File: src/rtl/tx_subcarrier_mapper.sv
// Places QAM data onto IFFT bins in natural order, inserting DC/guard nulls and polarity-scrambled pilots.
// Latency: zero; data bins are a combinational pass-through, nulls and pilots are generated in place.
// Backpressure: bin advances only on o_sym_valid && i_ifft_ready; o_data_ready follows i_ifft_ready on data bins only.
module tx_subcarrier_mapper #(
    parameter int N_FFT     = 64,
    parameter int W         = 16,
    parameter int NULL_LO   = 27,
    parameter int NULL_HI   = 37,
    parameter int P0        = 7,
    parameter int P1        = 21,
    parameter int P2        = 43,
    parameter int P3        = 57,
    parameter int PILOT_AMP = 16384
) (
    input  logic                       i_clk,
    input  logic                       i_rst_n,
    input  logic                       i_enable,
    input  logic                       i_start,
    input  logic [7:0]                 i_num_sym,
    input  logic [2*W-1:0]             i_data,
    input  logic                       i_data_valid,
    output logic                       o_data_ready,
    output logic [2*W-1:0]             o_sym_data,
    output logic                       o_sym_valid,
    input  logic                       i_ifft_ready,
    output logic [$clog2(N_FFT)-1:0]   o_bin_index,
    output logic                       o_sym_start,
    output logic                       o_sym_last,
    output logic                       o_busy,
    output logic                       o_done
);

    localparam int BW = $clog2(N_FFT);
    localparam logic [BW-1:0] BIN_LAST  = BW'(N_FFT - 1);
    localparam logic [BW-1:0] BIN_NLO   = BW'(NULL_LO);
    localparam logic [BW-1:0] BIN_NHI   = BW'(NULL_HI);
    localparam logic [BW-1:0] BIN_P0    = BW'(P0);
    localparam logic [BW-1:0] BIN_P1    = BW'(P1);
    localparam logic [BW-1:0] BIN_P2    = BW'(P2);
    localparam logic [BW-1:0] BIN_P3    = BW'(P3);
    localparam logic [W-1:0]  PILOT_POS = W'(PILOT_AMP);
    localparam logic [W-1:0]  PILOT_NEG = W'(-PILOT_AMP);
    localparam logic [6:0]    LFSR_SEED = 7'h7F;

    typedef enum logic [1:0] {
        IDLE = 2'd0,
        MAP  = 2'd1,
        DONE = 2'd2
    } state_t;

    state_t         state_q, state_d;
    logic [BW-1:0]  bin_q, bin_d;
    logic [7:0]     sym_q, sym_d;
    logic [7:0]     num_sym_q, num_sym_d;
    logic [6:0]     lfsr_q, lfsr_d;

    logic           is_null, is_pilot, is_data;
    logic           lfsr_fb, pilot_neg, in_map, accept;
    logic [W-1:0]   pilot_i;

    // Bin classification and pilot value; P3 carries the negative base sign.
    always_comb begin
        is_null   = (bin_q == '0) || ((bin_q >= BIN_NLO) && (bin_q <= BIN_NHI));
        is_pilot  = (bin_q == BIN_P0) || (bin_q == BIN_P1) ||
                    (bin_q == BIN_P2) || (bin_q == BIN_P3);
        is_data   = !is_null && !is_pilot;
        lfsr_fb   = lfsr_q[6] ^ lfsr_q[3];
        pilot_neg = lfsr_fb ^ (bin_q == BIN_P3);
        pilot_i   = pilot_neg ? PILOT_NEG : PILOT_POS;
    end

    assign in_map = (state_q == MAP);

    always_comb begin
        o_sym_valid  = 1'b0;
        o_sym_data   = '0;
        o_data_ready = 1'b0;
        if (in_map) begin
            if (is_data) begin
                o_sym_valid  = i_data_valid;
                o_sym_data   = i_data;
                o_data_ready = i_ifft_ready;
            end else begin
                o_sym_valid  = 1'b1;
                o_sym_data   = is_pilot ? {pilot_i, {W{1'b0}}} : '0;
            end
        end
    end

    assign accept      = o_sym_valid && i_ifft_ready;
    assign o_bin_index = bin_q;
    assign o_sym_start = o_sym_valid && (bin_q == '0);
    assign o_sym_last  = o_sym_valid && (bin_q == BIN_LAST);
    assign o_busy      = in_map;
    assign o_done      = (state_q == DONE);

    always_comb begin
        state_d   = state_q;
        bin_d     = bin_q;
        sym_d     = sym_q;
        num_sym_d = num_sym_q;
        lfsr_d    = lfsr_q;
        unique case (state_q)
            IDLE: begin
                if (i_start) begin
                    num_sym_d = i_num_sym;
                    bin_d     = '0;
                    sym_d     = '0;
                    lfsr_d    = LFSR_SEED;
                    state_d   = (i_num_sym == 8'd0) ? DONE : MAP;
                end
            end
            MAP: begin
                if (accept) begin
                    if (bin_q == BIN_LAST) begin
                        bin_d  = '0;
                        lfsr_d = {lfsr_q[5:0], lfsr_fb};
                        if (sym_q == num_sym_q - 8'd1) begin
                            sym_d   = '0;
                            state_d = DONE;
                        end else begin
                            sym_d = sym_q + 8'd1;
                        end
                    end else begin
                        bin_d = bin_q + BW'(1);
                    end
                end
            end
            DONE: begin
                lfsr_d  = LFSR_SEED;
                state_d = IDLE;
            end
            default: state_d = IDLE;
        endcase
        // Disable wins over everything, abandoning any partial symbol without a done pulse.
        if (!i_enable) begin
            state_d = IDLE;
            bin_d   = '0;
            sym_d   = '0;
            lfsr_d  = LFSR_SEED;
        end
    end

    always_ff @(posedge i_clk or negedge i_rst_n) begin
        if (!i_rst_n) begin
            state_q   <= IDLE;
            bin_q     <= '0;
            sym_q     <= '0;
            num_sym_q <= '0;
            lfsr_q    <= LFSR_SEED;
        end else begin
            state_q   <= state_d;
            bin_q     <= bin_d;
            sym_q     <= sym_d;
            num_sym_q <= num_sym_d;
            lfsr_q    <= lfsr_d;
        end
    end

endmodule

File: config.mk
export PLATFORM = sky130hd
export DESIGN_NAME = tx_subcarrier_mapper
export DESIGN_NICKNAME = d
export VERILOG_FILES = /design/src/rtl/tx_subcarrier_mapper.sv
export SDC_FILE = /design/constraint.sdc
export NUM_CORES = 1
export LEC_CHECK = 0
export ABC_AREA = 1
export CORE_MARGIN = 2
export CORE_UTILIZATION = 40
export DETAILED_ROUTE_END_ITERATION = 8
export PLACE_DENSITY = 0.84
export SYNTH_ARGS = -nofsm -noshare
export SYNTH_HDL_FRONTEND = slang
export SYNTH_SLANG_ARGS = --single-unit
File: constraint.sdc
create_clock -name i_clk -period 2.1 [get_ports i_clk]
set_clock_uncertainty 0.05 [all_clocks]
set_input_delay 0.525 -clock i_clk [delete_from_list [all_inputs] [get_ports i_clk]]
set_output_delay 0.525 -clock i_clk [all_outputs]
set_load 0.005 [all_outputs]
Yosys cells after proc, flatten, opt, wreduce, memory -nomap -nowiden
Index checks and enable logic that the tools add are counted.
{"block": "totals", "latchBits": 0, "inputBits": 46, "n_memories": 0, "ram_bits": 0, "reg_bits": 31, "wordCells": 76, "rom_bits": 0}
{"block": "classes", "shift": 0, "addsub": 3, "div_mod_pow": 0, "n_lt_le_gt_ge": 2, "n_reduce_logical": 19, "n_mux": 31, "bitwise": 2, "multipliers": 0, "n_eq_ne": 14}
{"cell": "$mux W32", "n": 3}
{"cell": "$mux W8", "n": 5}
{"cell": "$mux W7", "n": 4}
{"cell": "$mux W6", "n": 4}
{"cell": "$pmux W7 S3", "n": 1}
{"cell": "$eq A6 B6 Y1 const B", "n": 3}
{"cell": "$mux W16", "n": 1}
{"cell": "$pmux W8 S2", "n": 1}
{"cell": "$mux W2", "n": 6}
{"cell": "$pmux W6 S2", "n": 1}
{"cell": "$reduce_and A4 Y1", "n": 3}
{"cell": "$ne A3 B2 Y1 const B", "n": 3}
{"cell": "$add A8 B1 Y8 const B", "n": 1}
{"cell": "$eq A8 B8 Y1", "n": 1}
{"cell": "$logic_not A8 Y1", "n": 1}
{"cell": "$sub A8 B1 Y8 const B", "n": 1}
{"cell": "$add A6 B1 Y6 const B", "n": 1}
{"cell": "$eq A6 B3 Y1 const B", "n": 1}
{"cell": "$eq A6 B5 Y1 const B", "n": 1}
{"cell": "$ge A6 B5 Y1 const B", "n": 1}
{"cell": "$le A6 B6 Y1 const B", "n": 1}
{"cell": "$logic_not A6 Y1", "n": 1}
{"cell": "$logic_and A1 B1 Y1", "n": 5}
{"cell": "$logic_or A1 B1 Y1", "n": 4}
{"cell": "other kinds (12)", "n": 17}

Longest topological paths before layout
{"block": "depth", "depth_word": 12, "depth_mapped": 16}

Least setup slack after synthesis
OpenSTA, ideal clock, no wires.
{"block": "synth_timing", "kind": "reg2out", "from": "reg bin_q[1], in the netlist o_bin_index[1]", "to": "out o_sym_data[0]", "path_buffers": 1, "required_ps": 1525, "path_stages_with_launch": 11, "path_slack_ps": 24, "arrival_ps": 1501, "cell_sequence": "dfrtp_1 inv_1 ha_1 nand2_2 inv_2 nand3_1 nand2_1 nor2_4 nand2_1 clkbuf_1 nor2_1"}
{"block": "synth_between", "elab_chain_len": 8}
{"element": "start: declaration", "line_no": "52", "text": "logic [BW-1:0] bin_q, bin_d;"}
{"element": "start signal: assignment", "line_no": "153", "text": "bin_q <= bin_d;"}
{"element": "parallel branches: the longest is 5 deep, another holds $ge A6 B5 Y1"}
{"element": "$logic_and A1 B1 Y1 (*)", "line_no": "66", "text": "is_data = !is_null && !is_pilot;"}
{"element": "$mux W32 (*)", "line_no": "79", "text": "if (is_data) begin"}
{"element": "$mux W32 (*)", "line_no": "78", "text": "if (in_map) begin"}
{"element": "end: declaration", "line_no": "23", "text": "output logic [2*W-1:0] o_sym_data,"}
Mark *: on every way between the ends.

Worst setup path after layout
{"block": "layout_timing", "from": "reg bin_q[1], in the netlist o_bin_index[1]", "to": "reg lfsr_q[1]"}
{"block": "layout_between", "elab_chain_len": 11}
{"element": "parallel branches: the longest is 10 deep, another holds $ge A6 B5 Y1"}
{"element": "$reduce_and A4 Y1 (no source line) (*)"}
{"element": "end signal: assignment", "line_no": "156", "text": "lfsr_q <= lfsr_d;"}
{"element": "end: declaration", "line_no": "55", "text": "logic [6:0] lfsr_q, lfsr_d;"}
Marked as above.
A chain may end at the register's enable or synchronous reset.

==> results.md <==
| Group | Item | This run |
|---|---|---|
| setup path | Worst-case register-to-register setup slack | -0.59 ns |
| pwr | Tot Pwr | 6.251 mW |
| clocking | Maximum clock insertion buffer count | 2 |
| die | DIE AREA | 7039 um2 |
| layout | Signed area change from the synthesized netlist to the final layout | 79.96% |
| drt | Drt initial violations | 303 |
| pwr | Power Dens Cells | 1360 nW/um2 |
| die | Die width | 83.90 um |
| yosys | Cell area after synthesis | 2554 um2 |
| setup path | Endpoint of the worst-slack reg-to-reg timing path | lfsr_q[1] |
| drt | Number of iterations in the first detailed-routing pass | 5 |
| setup path | Data arrival time of the critical path | 2.85 ns |
| clocking | TritonCTS clock tree | yes |
| die | Chip Height | 83.90 um |
| setup path | Crit path launch type | flip-flop |
| clocking | Hold buffers post-CTS | 0 |
| sta | Fmax achieved | 372.2 MHz |
| drt | Sum of routed wire length over all layers | 11300 um |
| sta | Final critical delay including setup and external delays | 2.687 ns |
| grt | Global-route wire length before repair | 15140 um |
| grt | Met1 layer usage reported by global route | 27.84% |
| hold path | Classification of the worst-slack hold path | flip-flop to flip-flop |
| hold path | Hold Path Cell Cnt | 2 |
| grt | GR Util All Layers | 26.64% |
| yosys | Flops & latches, synth | 31 |
| grt | M3 GR Usage | 5.638% |
| layout | Post-layout net count | 599 |
| hold path | Endpoint of the worst hold path | lfsr_q[0] |
| sta | Final Hold Fails | 0 |
| drt | Total via count after detailed routing | 3487 |
| clocking | H-tree levels | 2 |
| yosys | Mean area per synthesized cell | 6.432 um2 |
| job | Number of max-capacitance violations reported | 0 |
| clocking | Worst skew pair latency | 0.31 ns |
| layout | Fraction of layout cells with a size suffix above 1 | 40.95% |
| pwr | Leakage power summed over all cells | 2.168 nW |
| yosys | Async set-or-reset flop fraction in the synthesized netlist | 100.0% |
| setup path | Length in cells of the worst reg-to-reg path | 15 |
| sta | Number of pins exceeding their max-slew limit in the final report | 0 |
| die | Floorplan row count | 29 |
| die | Core area | 6277 um2 |
| sta | Slack of the critical path | -0.5868 ns |
| place | Half-perimeter wire length after placement | 5868 um |
| grt | Met2 routing resource usage after global routing | 48.73% |
| die | Starting density of the core | 40.68% |
| outcome | Failing checks | negative setup slack |
| sta | Minimum hold slack | 0.4605 ns |
| setup path | Category of the critical setup timing path | flip-flop to flip-flop |
| clocking | Clock-pin slew on the worst setup and hold paths | 0.09 ns |
| yosys | Most used DFF post-synth | sky130_fd_sc_hd__dfrtp_1 |
| yosys | Number of enable-type register cells in the synthesized netlist | 0 |
| drt | Per-cell via count in the routed design | 5.588 |
| yosys | Cell taking the most area after synthesis | sky130_fd_sc_hd__dfrtp_1 |
| setup path | Critical path required time | 2.27 ns |
| grt | Largest net degree at the start of global routing | 32 |
| place | Post-Place Cell Area | 3847 um2 |
| layout | Number of antenna repair diodes | 0 |
| place | IO buf count | 89 |
| hold path | Startpoint of the lowest-slack hold path | lfsr_q[0] |
| yosys | Netlist cell types | 29 |
| sta | Slew at the pin closest to its max-slew limit | 0.4991 ns |
| grt | Vias in the first global route | 3321 |
| yosys | Total of warnings raised by yosys | 0 |
| layout | Final instance area | 4596 um2 |
| setup path | Worst reg2reg path startpoint | o_bin_index[1] |
| pwr | Worst voltage drop across the vdd grid | 1.299 mV |
| sta | Worst rel slew slack | 66.72% |
| yosys | Post-Syn Instances | 397 |
| sta | Final setup vio count | 59 |
| yosys | Synth top area share | 23.52% |
| drt | Remaining routing DRC violations | 0 |
| yosys | Top cells by area in the synthesized netlist | sky130_fd_sc_hd__dfrtp_1 24%, sky130_fd_sc_hd__nand2_1 16%, sky130_fd_sc_hd__nor2_1 10% |
| setup path | Largest fanout on the critical path | 7 |
| place | Count of placed standard cells including taps | 598 |
| place | Final RePlAce weighted congestion | 0.8922 |
| grt | GRT busiest layer | met2 |
| yosys | Post-synthesis net count | 450 |
| clocking | Buffer type at the clock tree root | sky130_fd_sc_hd__clkbuf_8 |
| drt | Routed length per instance | 18.11 um |
| grt | Initial antenna violation count | 0 |
| outcome | Status | finished with violations |
| die | Top-level port count | 90 |
| clocking | Number of clock buffers inserted by TritonCTS | 5 |
| layout | Final Instance Count excl. Fillers | 624 |
| drt | Number of routed nets with antenna violations | 0 |
| sta | Final critical-path share of the clock period | 127.9% |
| yosys | Sequential element share of the synthesized area | 30.72% |
| grt | Overflow left after global routing | 0 |
| clocking | # clock sinks | 31 |
| setup path | Endpoint class of the critical path | flip-flop |
| sta | Setup repair after global routing missed its margin | true |
[area by class of cell]
| type | count | area (um2) |
|---|---|---|
| multi-input cells | 303 | 1997 |
| fillers | 401 | 1682 |
| repair buffers | 152 | 1390 |
| flip-flops and latches | 31 | 789.5 |
| inverters | 53 | 205.2 |
| well taps | 77 | 96.34 |
| clock buffers | 6 | 82.58 |
| clock inverters | 2 | 35.03 |
[what timing repair did]
action | 4_1_cts | 5_1_grt
cloned | 4 | 3
setup buffers | 10 | 1
pin swaps | 13 | 12
gates resized for setup | 156 | 132
setup endpoints to repair | 38 | 60
[stage by stage]
step                      setup TNS, ns  util, %  setup slack (ns)
final                            -27.63    73.21           -0.5868
after global routing             -31.32    73.21           -0.6493
after CTS                        -18.80    68.31           -0.4530
after detailed placement         -15.16    61.29           -0.4879
after global placement           -13.04    61.29           -0.4251
after floorplan                       0        -           0.02391
[metal layers]
| layer | wire length (um) | vias up | part of all wire, % |
|---|---|---|---|
| li1 | - | 1544 | - |
| met1 | 3711 | 1621 | 33 |
| met2 | 5875 | 228 | 52 |
| met3 | 796 | 94 | 7.0 |
| met5 | 0 | - | 0 |
| met4 | 919 | 0 | 8.1 |
[placed cells by master (no fill, tap or decap), types with 6 or more instances in the layout]
cell                              count
sky130_fd_sc_hd__clkdlybuf4s50_1     51
sky130_fd_sc_hd__inv_1               37
sky130_fd_sc_hd__buf_2               30
sky130_fd_sc_hd__buf_4               48
sky130_fd_sc_hd__inv_2               13
sky130_fd_sc_hd__a21oi_1              6
sky130_fd_sc_hd__nor2_4              36
sky130_fd_sc_hd__buf_6               12
sky130_fd_sc_hd__nand2_1             94
sky130_fd_sc_hd__o21ai_1             13
sky130_fd_sc_hd__nand3_1             22
sky130_fd_sc_hd__nand4_1             10
sky130_fd_sc_hd__clkbuf_8             6
sky130_fd_sc_hd__dfstp_2              7
sky130_fd_sc_hd__nand3_2              6
sky130_fd_sc_hd__xnor2_1              6
sky130_fd_sc_hd__nand2_2             14
sky130_fd_sc_hd__nand2_4              8
sky130_fd_sc_hd__dfrtp_1             20
sky130_fd_sc_hd__o21ai_0             11
sky130_fd_sc_hd__nor2_1              37
[registers in the layout (all words and copies together), names as in the netlist]
| name | count |
|---|---|
| lfsr_q | 7 |
| num_sym_q | 8 |
| o_bin_index | 6 |
| state_q | 2 |
| sym_q | 8 |
[Yosys cell counts, types with 2 or more instances]
cell type,count
sky130_fd_sc_hd__xnor2_1,6
sky130_fd_sc_hd__nor4_1,2
sky130_fd_sc_hd__dfstp_2,7
sky130_fd_sc_hd__o21ai_0,15
sky130_fd_sc_hd__a21oi_2,3
sky130_fd_sc_hd__clkbuf_1,8
sky130_fd_sc_hd__nand3_1,28
sky130_fd_sc_hd__dfrtp_1,24
sky130_fd_sc_hd__buf_6,3
sky130_fd_sc_hd__inv_1,40
sky130_fd_sc_hd__nor2_4,6
sky130_fd_sc_hd__nor2_8,2
sky130_fd_sc_hd__ha_1,7
sky130_fd_sc_hd__nand4_1,10
sky130_fd_sc_hd__inv_2,11
sky130_fd_sc_hd__nand2_1,111
sky130_fd_sc_hd__a21oi_1,9
sky130_fd_sc_hd__nor3_1,5
sky130_fd_sc_hd__nand2_2,5
sky130_fd_sc_hd__xor2_1,5
sky130_fd_sc_hd__nor2_1,69
sky130_fd_sc_hd__o21ai_1,13
sky130_fd_sc_hd__nand3_2,2
[how the worst max path moves through the flow]
stage / start / endpoint / slack (ns) / cells after the start
2_1_floorplan: o_bin_index[1] / o_sym_data[0] / 0.02 / 10
3_3_place_gp: o_bin_index[1] / o_sym_data[19] / -0.43 / 10
3_5_place_dp: o_bin_index[1] / o_sym_start / -0.49 / 10
4_1_cts: o_bin_index[1] / o_sym_data[6] / -0.45 / 10
5_1_grt: o_bin_index[1] / o_sym_last / -0.65 / 11
6_report: o_bin_index[1] / lfsr_q[1] / -0.59 / 15
[critical path, stage by stage (launching register included)]
cell and delay [ns]:
sky130_fd_sc_hd__dfrtp_2 0.47, sky130_fd_sc_hd__inv_2 0.10, sky130_fd_sc_hd__buf_6 0.12, sky130_fd_sc_hd__ha_4 0.12, sky130_fd_sc_hd__nor2_2 0.05, sky130_fd_sc_hd__a21oi_2 0.19, sky130_fd_sc_hd__nand3_4 0.14, sky130_fd_sc_hd__buf_6 0.15
sky130_fd_sc_hd__nand3_4 0.09, sky130_fd_sc_hd__buf_4 0.12, sky130_fd_sc_hd__buf_4 0.09, sky130_fd_sc_hd__buf_4 0.11, sky130_fd_sc_hd__nand2_4 0.09, sky130_fd_sc_hd__a21oi_4 0.29, sky130_fd_sc_hd__nand2_4 0.14, sky130_fd_sc_hd__o21ai_1 0.27
[cells by family after synthesis]
group                    after synthesis  share of synthesized area (%)
AND/OR/NAND/NOR                      243                          43.07
buffers and inverters                 65                          10.73
AO/OA/AOI/OAI                         40                          8.280
flip-flops                            31                          30.72
XOR/XNOR                              11                          3.773
adder cells (fa/ha/maj)                7                          3.430
[report_power, final]
group | internal, mW | switching [mW] | leakage (nW)
logic | 2.04 | 2.48 | 1.72
clock network | 0.384 | 0.277 | 0.0612
registers | 0.838 | 0.229 | 0.382
total | 3.26 | 2.99 | 2.17
Power figures use the tool's default switching activity.
